`config.mk`:
```
export PLATFORM = sky130hd
export DESIGN_NAME = age_arbiter
export DESIGN_NICKNAME = d
export VERILOG_FILES = /design/src/rtl/age_arbiter.sv
export SDC_FILE = /design/constraint.sdc
export NUM_CORES = 1
export LEC_CHECK = 0
export ABC_AREA = 1
export CAP_MARGIN = 20
export CORE_ASPECT_RATIO = 1.4
export CORE_MARGIN = 2
export CORE_UTILIZATION = 58
export CTS_BUF_LIST = sky130_fd_sc_hd__clkbuf_4 sky130_fd_sc_hd__clkbuf_8
export CTS_CLUSTER_DIAMETER = 120
export DETAILED_ROUTE_END_ITERATION = 6
export GPL_TIMING_DRIVEN = 0
export PLACE_DENSITY = 0.79
export SYNTH_ARGS = -nofsm -noshare
export SYNTH_HDL_FRONTEND = slang
export SYNTH_SLANG_ARGS = --single-unit
```
`constraint.sdc`:
```
create_clock -name i_clk -period 12.75 [get_ports i_clk]
set_input_delay 3.825 -clock i_clk [delete_from_list [all_inputs] [get_ports i_clk]]
set_output_delay 3.825 -clock i_clk [all_outputs]
set_load 0.01 [all_outputs]
```
`src/rtl/age_arbiter.sv`:
```
// Age-based single-owner arbiter: the longest-waiting requester wins the
// resource, keeps it until it signals done or its hold budget runs out.
module age_arbiter #(
  parameter int REQ_COUNT = 4,
  parameter int AGE_WIDTH = 4,
  parameter int TIMEOUT   = 64,
  parameter int IDX_WIDTH = $clog2(REQ_COUNT)
) (
  input  logic                 i_clk,
  input  logic                 i_reset,
  input  logic [REQ_COUNT-1:0] i_req,
  input  logic                 i_done,
  output logic [REQ_COUNT-1:0] o_gnt,
  output logic [IDX_WIDTH-1:0] o_gnt_idx,
  output logic                 o_busy,
  output logic                 o_timeout
);

  localparam int HOLD_WIDTH = (TIMEOUT > 2) ? $clog2(TIMEOUT) : 1;
  localparam logic [HOLD_WIDTH-1:0] HOLD_LAST = HOLD_WIDTH'((TIMEOUT > 0) ? TIMEOUT - 1 : 0);
  localparam bit TIMEOUT_EN = (TIMEOUT > 0);
  localparam logic [AGE_WIDTH-1:0] AGE_MAX = '1;

  typedef enum logic {
    IDLE = 1'b0,
    BUSY = 1'b1
  } state_t;

  state_t                 state;
  state_t                 state_next;
  logic [AGE_WIDTH-1:0]   age [REQ_COUNT];
  logic [HOLD_WIDTH-1:0]  hold;
  logic [HOLD_WIDTH-1:0]  hold_next;
  logic [REQ_COUNT-1:0]   gnt_next;
  logic [IDX_WIDTH-1:0]   idx_next;
  logic                   busy_next;
  logic                   timeout_next;
  logic                   grant_now;
  logic                   timeout_hit;

  logic [IDX_WIDTH-1:0]   winner;
  logic [AGE_WIDTH-1:0]   best_age;
  logic                   any_req;

  // Strict '>' while scanning upward keeps ties with the lowest index.
  always_comb begin
    winner   = '0;
    best_age = '0;
    any_req  = 1'b0;
    for (int k = 0; k < REQ_COUNT; k++) begin
      if (i_req[k] && (!any_req || age[k] > best_age)) begin
        winner   = IDX_WIDTH'(k);
        best_age = age[k];
        any_req  = 1'b1;
      end
    end
  end

  assign timeout_hit = TIMEOUT_EN && (hold == HOLD_LAST);

  // NOTE: every signal gets a default before the case so no path leaves one unassigned (no latch).
  always_comb begin
    state_next   = state;
    gnt_next     = o_gnt;
    idx_next     = o_gnt_idx;
    busy_next    = o_busy;
    timeout_next = 1'b0;
    hold_next    = hold;
    grant_now    = 1'b0;
    case (state)
      IDLE: begin
        if (any_req) begin
          state_next = BUSY;
          gnt_next   = REQ_COUNT'(1) << winner;
          idx_next   = winner;
          busy_next  = 1'b1;
          hold_next  = '0;
          grant_now  = 1'b1;
        end
      end
      BUSY: begin
        if (i_done || timeout_hit) begin
          state_next   = IDLE;
          gnt_next     = '0;
          busy_next    = 1'b0;
          timeout_next = !i_done;
        end else begin
          hold_next = hold + 1'b1;
        end
      end
      default: state_next = IDLE;
    endcase
  end

  // NOTE: non-blocking assignments so every register samples pre-edge values.
  always_ff @(posedge i_clk) begin
    if (i_reset) begin
      state     <= IDLE;
      hold      <= '0;
      o_gnt     <= '0;
      o_gnt_idx <= '0;
      o_busy    <= 1'b0;
      o_timeout <= 1'b0;
    end else begin
      state     <= state_next;
      hold      <= hold_next;
      o_gnt     <= gnt_next;
      o_gnt_idx <= idx_next;
      o_busy    <= busy_next;
      o_timeout <= timeout_next;
    end
  end

  // The owner's age is pinned at zero, which also covers a timed-out owner.
  always_ff @(posedge i_clk) begin
    for (int k = 0; k < REQ_COUNT; k++) begin
      if (i_reset || !i_req[k] ||
          (grant_now && winner == IDX_WIDTH'(k)) ||
          (o_busy && o_gnt_idx == IDX_WIDTH'(k))) begin
        age[k] <= '0;
      end else if (age[k] != AGE_MAX) begin
        age[k] <= age[k] + 1'b1;
      end
    end
  end

endmodule
```
== Word level (Yosys, flattened, before mapping) ==
Memories as Yosys holds them, arrays and structs flattened.
Cells that the tools add are included.

* Add/subtract/negate cells: 5
* Order comparisons: 3
* Equality and inequality tests: 14
* Shift-type cells: 1
* Mux-type cells: 47
* Bitwise operators: 6
* Reductions and logical operators: 41

{| class="wikitable"
|+ Operators with widths
! operator !! count
|-
| $mux 4 || 9
|-
| $mux 1 || 30
|-
| $add 4x1->4 const B || 4
|-
| $logic_or 1x1->1 || 16
|-
| $ne 4x4->1 const B || 4
|-
| $gt 4x4->1 || 3
|-
| $mux 6 || 2
|-
| $pmux 6 s2 || 1
|-
| $logic_and 1x1->1 || 11
|-
| $eq 2x2->1 const B || 4
|-
| $logic_not 1->1 || 8
|-
| $pmux 4 s2 || 1
|-
| $add 6x1->6 const B || 1
|-
| $eq 6x6->1 const B || 1
|-
| $reduce_and 2->1 || 3
|-
| $eq 2x1->1 const B || 2
|-
| $logic_not 2->1 || 2
|-
| $mux 2 || 2
|-
| $ne 2x2->1 const B || 2
|-
| $or 1x1->1 || 4
|-
| $pmux 1 s2 || 2
|-
| $shl 1x2->4 const A || 1
|-
| $reduce_or 3->1 || 1
|-
| $ne 2x1->1 const B || 1
|-
| $not 1->1 || 2
|}

* Register bits: 15
* Bits in writable memories: 16
* Input bits: 7
* Memories: 1

{| class="wikitable"
|+ Memory list
! name !! depth !! bits a word !! read ports !! clocked after memory_dff !! wr ports !! line !! source
|-
| age || 4 || 4 || 4 || 0 || 4 || 31 || <nowiki>logic [AGE_WIDTH-1:0] age [REQ_COUNT];</nowiki>
|}

== Logic depth before layout (Yosys ltp) ==
Gate-level depths: netlist of run 1.
An unclocked memory read counts as a cell.

* Word-level depth: 22
* Depth in mapped cells: 39
* Gate-level depth less buffers: 38

== Worst setup path before layout of run 1 ==
Ideal clock, no wire load.

* Path type: input-to-reg
* Start point: in i_req[0]
* End point: mem age[2][0] (enable)
* Arrival time: 6.758 ns
* Required time: 12.435 ns
* Setup slack: 5.676 ns
* Stages: 33
* Buffers on the path: 1
* Path through: nand2_1 -> ha_1 -> nand2_1 -> inv_1 -> nand2_1 -> nand2_1 -> nand2_1 -> nand2_1 -> nand2_2 -> o21ai_0 -> ha_1 -> nand2_1 -> nand2_1 -> nand2_1 -> nand2_1 -> nand2_1 -> nand2_1 -> nand2_1 -> buf_2 -> nand2_1 -> o21ai_0 -> ha_1 -> nand2_1 -> inv_1 -> nand2_1 -> nand2_1 -> nand2_1 -> nand2_1 -> nand2_1 -> nand2_4 -> nor2_2 -> nor2_4 -> nand4_1

{| class="wikitable"
|+ RTL lines
! element !! line !! source
|-
| start: declaration || 11 || <nowiki>input logic [REQ_COUNT-1:0] i_req,</nowiki>
|-
| end: declaration || 31 ||
|}

==> summary.txt, run 1 <==
Floorplan
  • Num ports: 15
  • Die X: ~53 um
  • Initial Util: approximately three fifths
  • Core outline area: 3150 um2
  • Row count: 24
  • Die footprint: about 3800 um2
  • Chip Height: approximately 72 um

Layout
  • # nets final: between 200 and 300
  • Most common cell after layout, fill and taps aside: nand2_1
  • N_diodes: 0
  • Layout cells sized above 1: approximately 8.4%
  • P&R area growth vs syn: 15.4%
  • Commonest cells after routing, fill and taps aside: 52 x nand2_1, 30 x inv_1, 25 x nor2_1, 20 x nand3_1, 17 x ha_1

Clock tree
  • # Post-CTS Setup Buffers: 0
  • CTS Buffer Depth: 2
  • Clock Root Buffer: clkbuf_8
  • Hold-fix buffers, CTS: 0
  • Number of buffers created by CTS: 5
  • TritonCTS clock tree: built
  • Worst skew pair latency: roughly 280 ps
  • Post_cts resized: 0
  • Clock Sinks: 31
  • Clock transition at the registers of the reported paths: about 70 ps
  • H-tree depth: 2

Run
  • Max Cap Violations: 0

Route
  • Routed vias: roughly 1600
  • Post-DR vias/cell: between 5 and 6
  • # DRC: 0
  • Wirelength, routed: ~3600 um
  • Drt first pass iters: 4
  • Post-DRT Antenna Nets: 0
  • Initial DRC count: 54
  • Avg WL per Cell: 12.0 um

Critical path
  • R2r setup slk: between 8000 and 9000 ps
  • R2R Path End: age[0][2]
  • Reg2Reg Depth: 31
  • WP data arrival: 8000 ps
  • Worst path slowest cell: clkdlybuf4s50_1
  • CP max stage delay: 590 ps
  • Reg-to-reg startpoint: age[0][0]
  • CP Launch Type: input port
  • Critical path capture point type: register
  • Top cell by count, worst path: nand2_1
  • CP endpoint: age[0][2]
  • Req. time, crit path: between 10000 and 15000 ps
  • CP Max Fanout: 10
  • Crit path kind: input port to register
  • Setup crit start: i_req[0]

STA
  • Setup_tns: 0 ps
  • Hold slack: ~450 ps
  • Fin crit share: between 60% and 70%
  • Final hold viol count: 0
  • RSZ-0062 raised after global routing: no
  • Final slew viol count: 0
  • Tmin final: around 8000 ps
  • Worst slew margin: around 71%
  • Setup WS post-layout: around 4700 ps
  • Clock skew: roughly 7.6 ps
  • Final Setup Violations: 0
  • Max Fclk: between 0.1 and 0.15 GHz
  • Worst slew pin tran: between 400 and 500 ps

Logic synthesis
  • Synthesized Nets: 265
  • Dominant cells by area after synthesis: edfxtp_1 25%, dfxtp_1 16%, ha_1 11%
  • Unique masters post-synth: 26
  • Gate Count Post-Synth: 241
  • Yosys reg bits: 31
  • Mapped Avg Cell Area: roughly 8 um2
  • Synth top area share: 25.0%
  • Cell taking the most area after synthesis: edfxtp_1
  • Warnings from Yosys: 0
  • Sequential-to-total area share from yosys stat: a little over 40%
  • Synthesized area: a little under 2000 um2

GRT
  • Vias in the first global route: 1594
  • Largest net degree at the start of global routing: 11
  • First-pass GRT wire length: roughly 6500 um
  • Initial antenna violation count: 0
  • GRT Total Usage: 23.1%
  • Global route overflow: 0

Power
  • Leak Pwr: 0.000997 uW
  • Worst VDD drop: between 0.1 and 0.15 mV
  • P per Cell Area: between 100 and 150 nW/um2

Status
  • Outcome: finished, final reports clean

Placed design
  • DPL Wire Length: about 2800 um
  • Final Wtd Congestion: 0.796
  • Place WS: between 4000 and 5000 ps
  • # port buffers: 14

Worst hold path
  • Hold WC Path Type: register to register
worst max-delay path, delay by kind of cell:
family	cells	cell delay, ps
simple gates	20	1770
compound gates	3	560
buf+inv	4	910
fa+ha+maj	3	900
where the power goes:
| group | switching (uW) | internal [uW] |
|---|---|---|
| Combinational | 29.2 | 19.7 |
| Clock | 35.7 | 57.1 |
| Sequential | 4.90 | 109 |
sequential cells by signal, summed over array words and instances, names as in the netlist:
register	cells
age	16
hold	6
o_busy	1
o_gnt	4
o_gnt_idx	2
o_timeout	1
state	1
metal layers:
metal | track usage, % | part of all wire [%] | up-vias
met2 | 40.3 | 51 | 39
met4 | 10.5 | 2.0 | 0
met3 | 4.94 | 5.4 | 7
li1 | - | - | 838
met1 | 26.3 | 41 | 737
met5 | 0 | 0 | -
cells in the mapped netlist:
cell type / n
a21boi_1: 1
a21oi_1: 16
buf_2: 1
clkbuf_1: 1
dfxtp_1: 15
edfxtp_1: 16
ha_1: 17
inv_1: 30
inv_2: 2
inv_4: 1
nand2_1: 52
nand2_2: 3
nand2_4: 2
nand3_1: 20
nand3_2: 2
nand3b_1: 3
nand4_1: 4
nor2_1: 25
nor2_2: 1
nor2_4: 2
nor3_1: 5
o211ai_1: 1
o21ai_0: 10
or2_4: 1
xnor2_1: 4
xor2_1: 6
worst min-delay path by stage:
stage / start / end / slack, ps / depth (start not counted)
2_1_floorplan: hold[4] / hold[4] / 430 / 2
3_3_place_gp: hold[4] / hold[4] / 440 / 2
3_5_place_dp: hold[4] / hold[4] / 450 / 2
4_1_cts: hold[4] / hold[4] / 460 / 2
5_1_grt: hold[4] / hold[4] / 470 / 2
6_report: hold[4] / hold[4] / 450 / 2
through the flow:
step / instances / total power, uW / area, um2 / utilization (%)
after CTS: 302 / 258 / 2220 / 70.4
after global routing: 302 / 269 / 2220 / 70.4
after floorplan: 241 / 149 / 1920 / -
after global placement: 294 / 164 / 2110 / 66.9
final: 302 / 256 / 2220 / 70.4
after detailed placement: 294 / 165 / 2110 / 66.9
area by class of cell:
cell class | count | area, um2
plain buffers | 2 | 8.76
clock buffers | 5 | 68.8
clock inverters | 3 | 38.8
fillers | 282 | 935
inverters | 33 | 126
multi-input cells | 175 | 1010
flip-flops and latches | 31 | 781
well taps | 39 | 48.8
repair buffers | 14 | 140
cell families after synthesis:
| family | count (synthesis) | synth area share [%] |
|---|---|---|
| AOI/OAI and AO/OA | 28 | 7.55 |
| xor gates and xnor gates | 10 | 4.56 |
| buffers and inverters | 35 | 7.03 |
| adders and majority gates | 17 | 11.1 |
| and+or+nand+nor | 120 | 29.2 |
| DFF | 31 | 40.6 |
(Power assumes the default switching activity.)
==> run 2: changes to the inputs <==
Settings changed: CORE_UTILIZATION 58 to 54, PLACE_DENSITY 0.79 to 0.78.
Clock period 12.75 ns to 7.3 ns, I/O delays scaled along.
==> run 2 against run 1 <==
- critical path depth increased by 2
- flip-flop and latch count unchanged
- clock-buffer cell count increased by 2
- power increased by 66%
- core utilization decreased by 5.1 points
- global-route usage decreased by 3.1 points
- final area decreased by 0.56%
- non-clock buffer count unchanged
- worst hold slack got worse by 0.71 ps
- combinational power increased by 76%
- largest cell class unchanged
- sequential power increased by 75%
- setup slack got worse by 3800 ps
- largest power group unchanged
==> summary.txt, run 2 (synthesis gave the netlist of run 1 again) <==
Placed design
  • # port buffers: 14
  • Final Wtd Congestion: about 0.8
  • DP Area: ~2100 um2
  • Place WS: 638 ps
  • DPL Wire Length: ~2800 um

Layout
  • Reg with most FFs: age
  • Layout cells sized above 1: approximately 8.4%
  • # nets final: roughly 290
  • Top flop regs: age: 16 flops, hold: 6 flops, o_gnt: 4 flops
  • Multi-input gate area: between 1000 and 1500 um2
  • N_diodes: 0
  • Fillers: a little under 300
  • Register area: roughly 780 um2
  • Most common cell after layout, fill and taps aside: nand2_1
  • Number of flip-flops in the largest register: 16
  • P&R area growth vs syn: 14.8%
  • Design area: between 2000 and 2500 um2
  • Commonest cells after routing, fill and taps aside: 52 x nand2_1, 30 x inv_1, 25 x nor2_1, 20 x nand3_1, 17 x ha_1

Clock tree
  • H-tree depth: 2
  • Clock Root Buffer: clkbuf_8
  • TritonCTS clock tree: built
  • Post_cts resized: 0
  • Hold-fix buffers, CTS: 0
  • # Post-CTS Setup Buffers: 0
  • Clock Sinks: 31
  • Worst skew pair latency: 280 ps
  • Number of buffers created by CTS: 5
  • Clock transition at the registers of the reported paths: 60 ps
  • CTS Buffer Depth: 2

Critical path
  • Worst path slowest cell: clkdlybuf4s50_1
  • Setup crit start: i_req[0]
  • WP data arrival: roughly 6400 ps
  • Critical path capture point type: register
  • Req. time, crit path: 7270 ps
  • CP Launch Type: input port
  • Top cell by count, worst path: nand2_1
  • Reg-to-reg startpoint: age[0][3]
  • R2r setup slk: just over 3000 ps
  • CP Max Fanout: 10
  • Crit path kind: input port to register
  • CP max stage delay: 580 ps

Route
  • M1 wire length: roughly 1600 um
  • Post-DR vias/cell: approximately 5.3
  • # DRC: 0
  • Met2 wire length: between 1500 and 2000 um
  • Drt first pass iters: 4
  • Initial DRC count: 57
  • Uppermost layer routed: met4
  • Wirelength, routed: ~3600 um
  • Post-DRT Antenna Nets: 0
  • Routed wl met3: 127 um
  • Routed vias: around 1600
  • Avg WL per Cell: 11.9 um

STA
  • Setup WS post-layout: between 900 and 1000 ps
  • Final slew viol count: 0
  • Fin crit share: between 80 and 90%
  • Worst slew pin tran: approximately 460 ps
  • Worst slew margin: between 60 and 70%
  • Max Fclk: 0.156 GHz
  • RSZ-0062 raised after global routing: no
  • Tmin final: about 6400 ps
  • Clock skew: around 4.7 ps
  • Setup_tns: 0 ps
  • Final Setup Violations: 0
  • Final hold viol count: 0

GRT
  • GRT Total Usage: between 10% and 20%
  • Global route overflow: 0
  • First-pass GRT wire length: 5940 um
  • Initial antenna violation count: 0
  • Vias in the first global route: approximately 1400
  • Largest net degree at the start of global routing: 11

Run
  • Max Cap Violations: 0

Floorplan
  • Row count: 25
  • Chip Height: ~75 um
  • Num ports: 15
  • Die X: between 50 and 60 um
  • Initial Util: 56.9%
  • Die footprint: 4060 um2
  • Core outline area: between 3000 and 4000 um2

Worst hold path
  • Hold WC Path Type: register to register
  • HP Start: hold[4]

Power
  • P per Cell Area: between 150 and 200 nW/um2
  • NetSw: 120 uW
  • Logic pwr share: about 20%
  • Leak Pwr: 0.000991 uW
  • Sequential Power Share: 46.8%
  • Clock share of power: between 30% and 40%
  • P_int: just over 300 uW
  • Worst VDD drop: around 0.14 mV
  • Sw Ratio: 28.3%

Status
  • Outcome: finished, final reports clean
## run 2: worst paths after layout
path | cells past startpoint | to
worst max-delay path | 32 | age[0][1]
worst min-delay path | 2 | hold[4]
worst max register to register | 31 | age[0][1]
worst min register to register | 2 | hold[4]
## run 2: per-stage QoR
stage / power, uW / utilization, % / instances / hold WS [ps]
global route: 447 / 65.3 / 303 / 486
finish: 425 / 65.3 / 303 / 449
detailed placement: 288 / 62.5 / 295 / 439
floorplan: 260 / - / 241 / 429
global placement: 286 / 62.5 / 295 / 435
CTS: 426 / 65.3 / 303 / 449
## run 2: layout make-up
| type | count | area share, % |
|---|---|---|
| clock inverter | 1 | 0.170 |
| timing repair buffer | 14 | 6.35 |
| tap | 40 | 2.27 |
| buffer | 2 | 0.397 |
| sequential | 31 | 35.4 |
| multi-input combinational | 175 | 45.6 |
| inverter | 33 | 5.73 |
| clock buffer | 7 | 4.08 |
## run 2: routing by layer
metal,global-route usage [%],up-vias
li1,-,839
met1,24.4,719
met2,35.1,28
met3,3.61,6
met4,5.83,0
met5,0,-
## run 2: worst max-delay path, delay by kind of cell
family / cells / cell delay (ps)
adders and majority gates: 3 / 910
and+or+nand+nor: 24 / 1980
buffers and inverters: 3 / 860
AOI/OAI and AO/OA: 2 / 410
## run 2: power groups by stage
| stage | combinational (uW) | sequential [uW] | clock [uW] |
|---|---|---|---|
| 2_1_floorplan | 57.7 | 203 | 0 |
| 3_3_place_gp | 83.6 | 202 | 0 |
| 3_5_place_dp | 85.6 | 203 | 0 |
| 4_1_cts | 86.5 | 199 | 141 |
| 5_1_grt | 97.8 | 200 | 149 |
| 6_report | 86.4 | 199 | 139 |
==> run 3: changes to the inputs <==
Settings changed: CORE_ASPECT_RATIO 1.4 to 1.5.
==> run 3 against run 2 <==
- clock power increased by 19%
- cell count increased by 0.66%
- flip-flop and latch count unchanged
- clock skew about the same
- sequential share of layout area decreased by 0.26 points
- global-route usage increased by 1.3 points
- core utilization decreased by 0.24 points
- register-to-register slack improved by 40 ps
- die area about the same
- first-iteration DRC count decreased by 30%
- setup slack improved by 47 ps
- critical path type unchanged
- highest routed layer unchanged
==> summary.txt, run 3 (synthesis gave the netlist of run 1 again) <==
Layout
  • Number of flip-flops in the largest register: 16
  • N_diodes: 0
  • # nets final: about 290
  • Layout cells sized above 1: under 10%
  • Top flop regs: age: 16 flops, hold: 6 flops, o_gnt: 4 flops
  • Multi-input gate area: a little over 1000 um2
  • P&R area growth vs syn: 15.6%
  • Post-layout util: approximately two thirds
  • Reg with most FFs: age
  • Most common cell after layout, fill and taps aside: nand2_1
  • Commonest cells after routing, fill and taps aside: 52 x nand2_1, 30 x inv_1, 25 x nor2_1, 20 x nand3_1, 17 x ha_1
  • Register area: approximately 800 um2
  • Fillers: approximately 320
  • Design area: ~2200 um2

Floorplan
  • Die X: roughly 53 um
  • Core outline area: around 3400 um2
  • Num ports: 15
  • Row count: 26
  • Chip Height: 77.1 um
  • Initial Util: 56.3%
  • Die footprint: just over 4000 um2

Power
  • Worst VDD drop: between 0.15 and 0.2 mV
  • Leak Pwr: 0.000997 uW
  • P per Cell Area: 202 nW/um2

Route
  • Wirelength, routed: between 3000 and 4000 um
  • Drt first pass iters: 4
  • Post-DR vias/cell: about 5.2
  • Avg WL per Cell: between 10 and 15 um
  • # DRC: 0
  • Initial DRC count: 40
  • Routed vias: ~1600
  • Post-DRT Antenna Nets: 0

STA
  • Tmin final: roughly 6300 ps
  • Final slew viol count: 0
  • Final Setup Violations: 0
  • Final hold viol count: 0
  • Fin crit share: 87.0%
  • Setup_tns: 0 ps
  • Max Fclk: ~0.16 GHz
  • Clock skew: between 5 and 6 ps
  • RSZ-0062 raised after global routing: no
  • Worst slew margin: a little over two thirds
  • Worst slew pin tran: roughly 440 ps

Run
  • Max Cap Violations: 0

Critical path
  • Critical path capture point type: register
  • CP max stage delay: about 580 ps
  • Top cell by count, worst path: nand2_1
  • WP data arrival: around 6300 ps
  • Worst path slowest cell: clkdlybuf4s50_1
  • CP Max Fanout: 10
  • Crit path kind: input port to register
  • Req. time, crit path: 7280 ps
  • Largest delay share family, worst path: simple AND/OR/NAND/NOR gates
  • CP bufs+invs: 4
  • CP Launch Type: input port

Placed design
  • Final Wtd Congestion: 0.773
  • DPL Wire Length: around 2800 um
  • DP Area: around 2100 um2
  • # port buffers: 14

Clock tree
  • Clock Sinks: 31
  • Clock transition at the registers of the reported paths: about 70 ps
  • Number of buffers created by CTS: 5
  • Clock Root Buffer: clkbuf_8
  • Worst skew pair latency: between 200 and 300 ps
  • TritonCTS clock tree: built
  • # Post-CTS Setup Buffers: 0
  • Hold-fix buffers, CTS: 0
  • Post_cts resized: 0
  • CTS Buffer Depth: 2
  • H-tree depth: 2

GRT
  • GRT Total Usage: between 20% and 30%
  • Global route overflow: 0
  • Largest net degree at the start of global routing: 11
  • First-pass GRT wire length: 6560 um
  • Vias in the first global route: about 1600
  • Initial antenna violation count: 0

Status
  • Outcome: finished, final reports clean

Worst hold path
  • Hold WC Path Type: register to register
## run 3: final timing paths
kind	start	cells after the start	slack, ps	endpoint
max	i_req[0]	32	950	age[0][0]
max reg2reg	age[0][3]	31	3070	age[0][0]
min reg2reg	hold[4]	2	450	hold[4]
min	hold[4]	2	450	hold[4]
## run 3: metrics by stage
stage	setup slack, ps	hold slack (ps)	total power [uW]	cells
finish	951	450	449	305
global placement	708	442	286	297
global route	424	494	474	305
CTS	882	455	454	305
detailed placement	601	444	288	297
floorplan	1860	429	260	241
## run 3: tightest hold or removal path: cells and delay by family (launching register included)
family | cells | cell delay (ps)
AOI/OAI and AO/OA | 1 | 50
buffers and inverters | 1 | 40
DFF | 1 | 310
## run 3: report_power, final
group / switching, uW / internal, uW
Combinational: 50.6 / 34.2
Sequential: 8.39 / 191
Clock: 65.5 / 99.8
Total: 125 / 325
## run 3: final cells by class
cell class / instances / area share, %
buffer: 2 / 0.394
multi-input combinational: 175 / 45.3
timing repair buffer: 14 / 6.31
clock buffer: 5 / 3.10
sequential: 31 / 35.1
tap: 42 / 2.36
clock inverter: 3 / 1.75
inverter: 33 / 5.69
## run 3: layer usage
layer  share of wire [%]  global-route usage [%]  wire length [um]
met1                  43                    23.6              1570
met2                  52                    38.6              1920
met4                 2.0                    7.69                74
met3                 2.6                    3.50                94
met5                   0                       0                 0
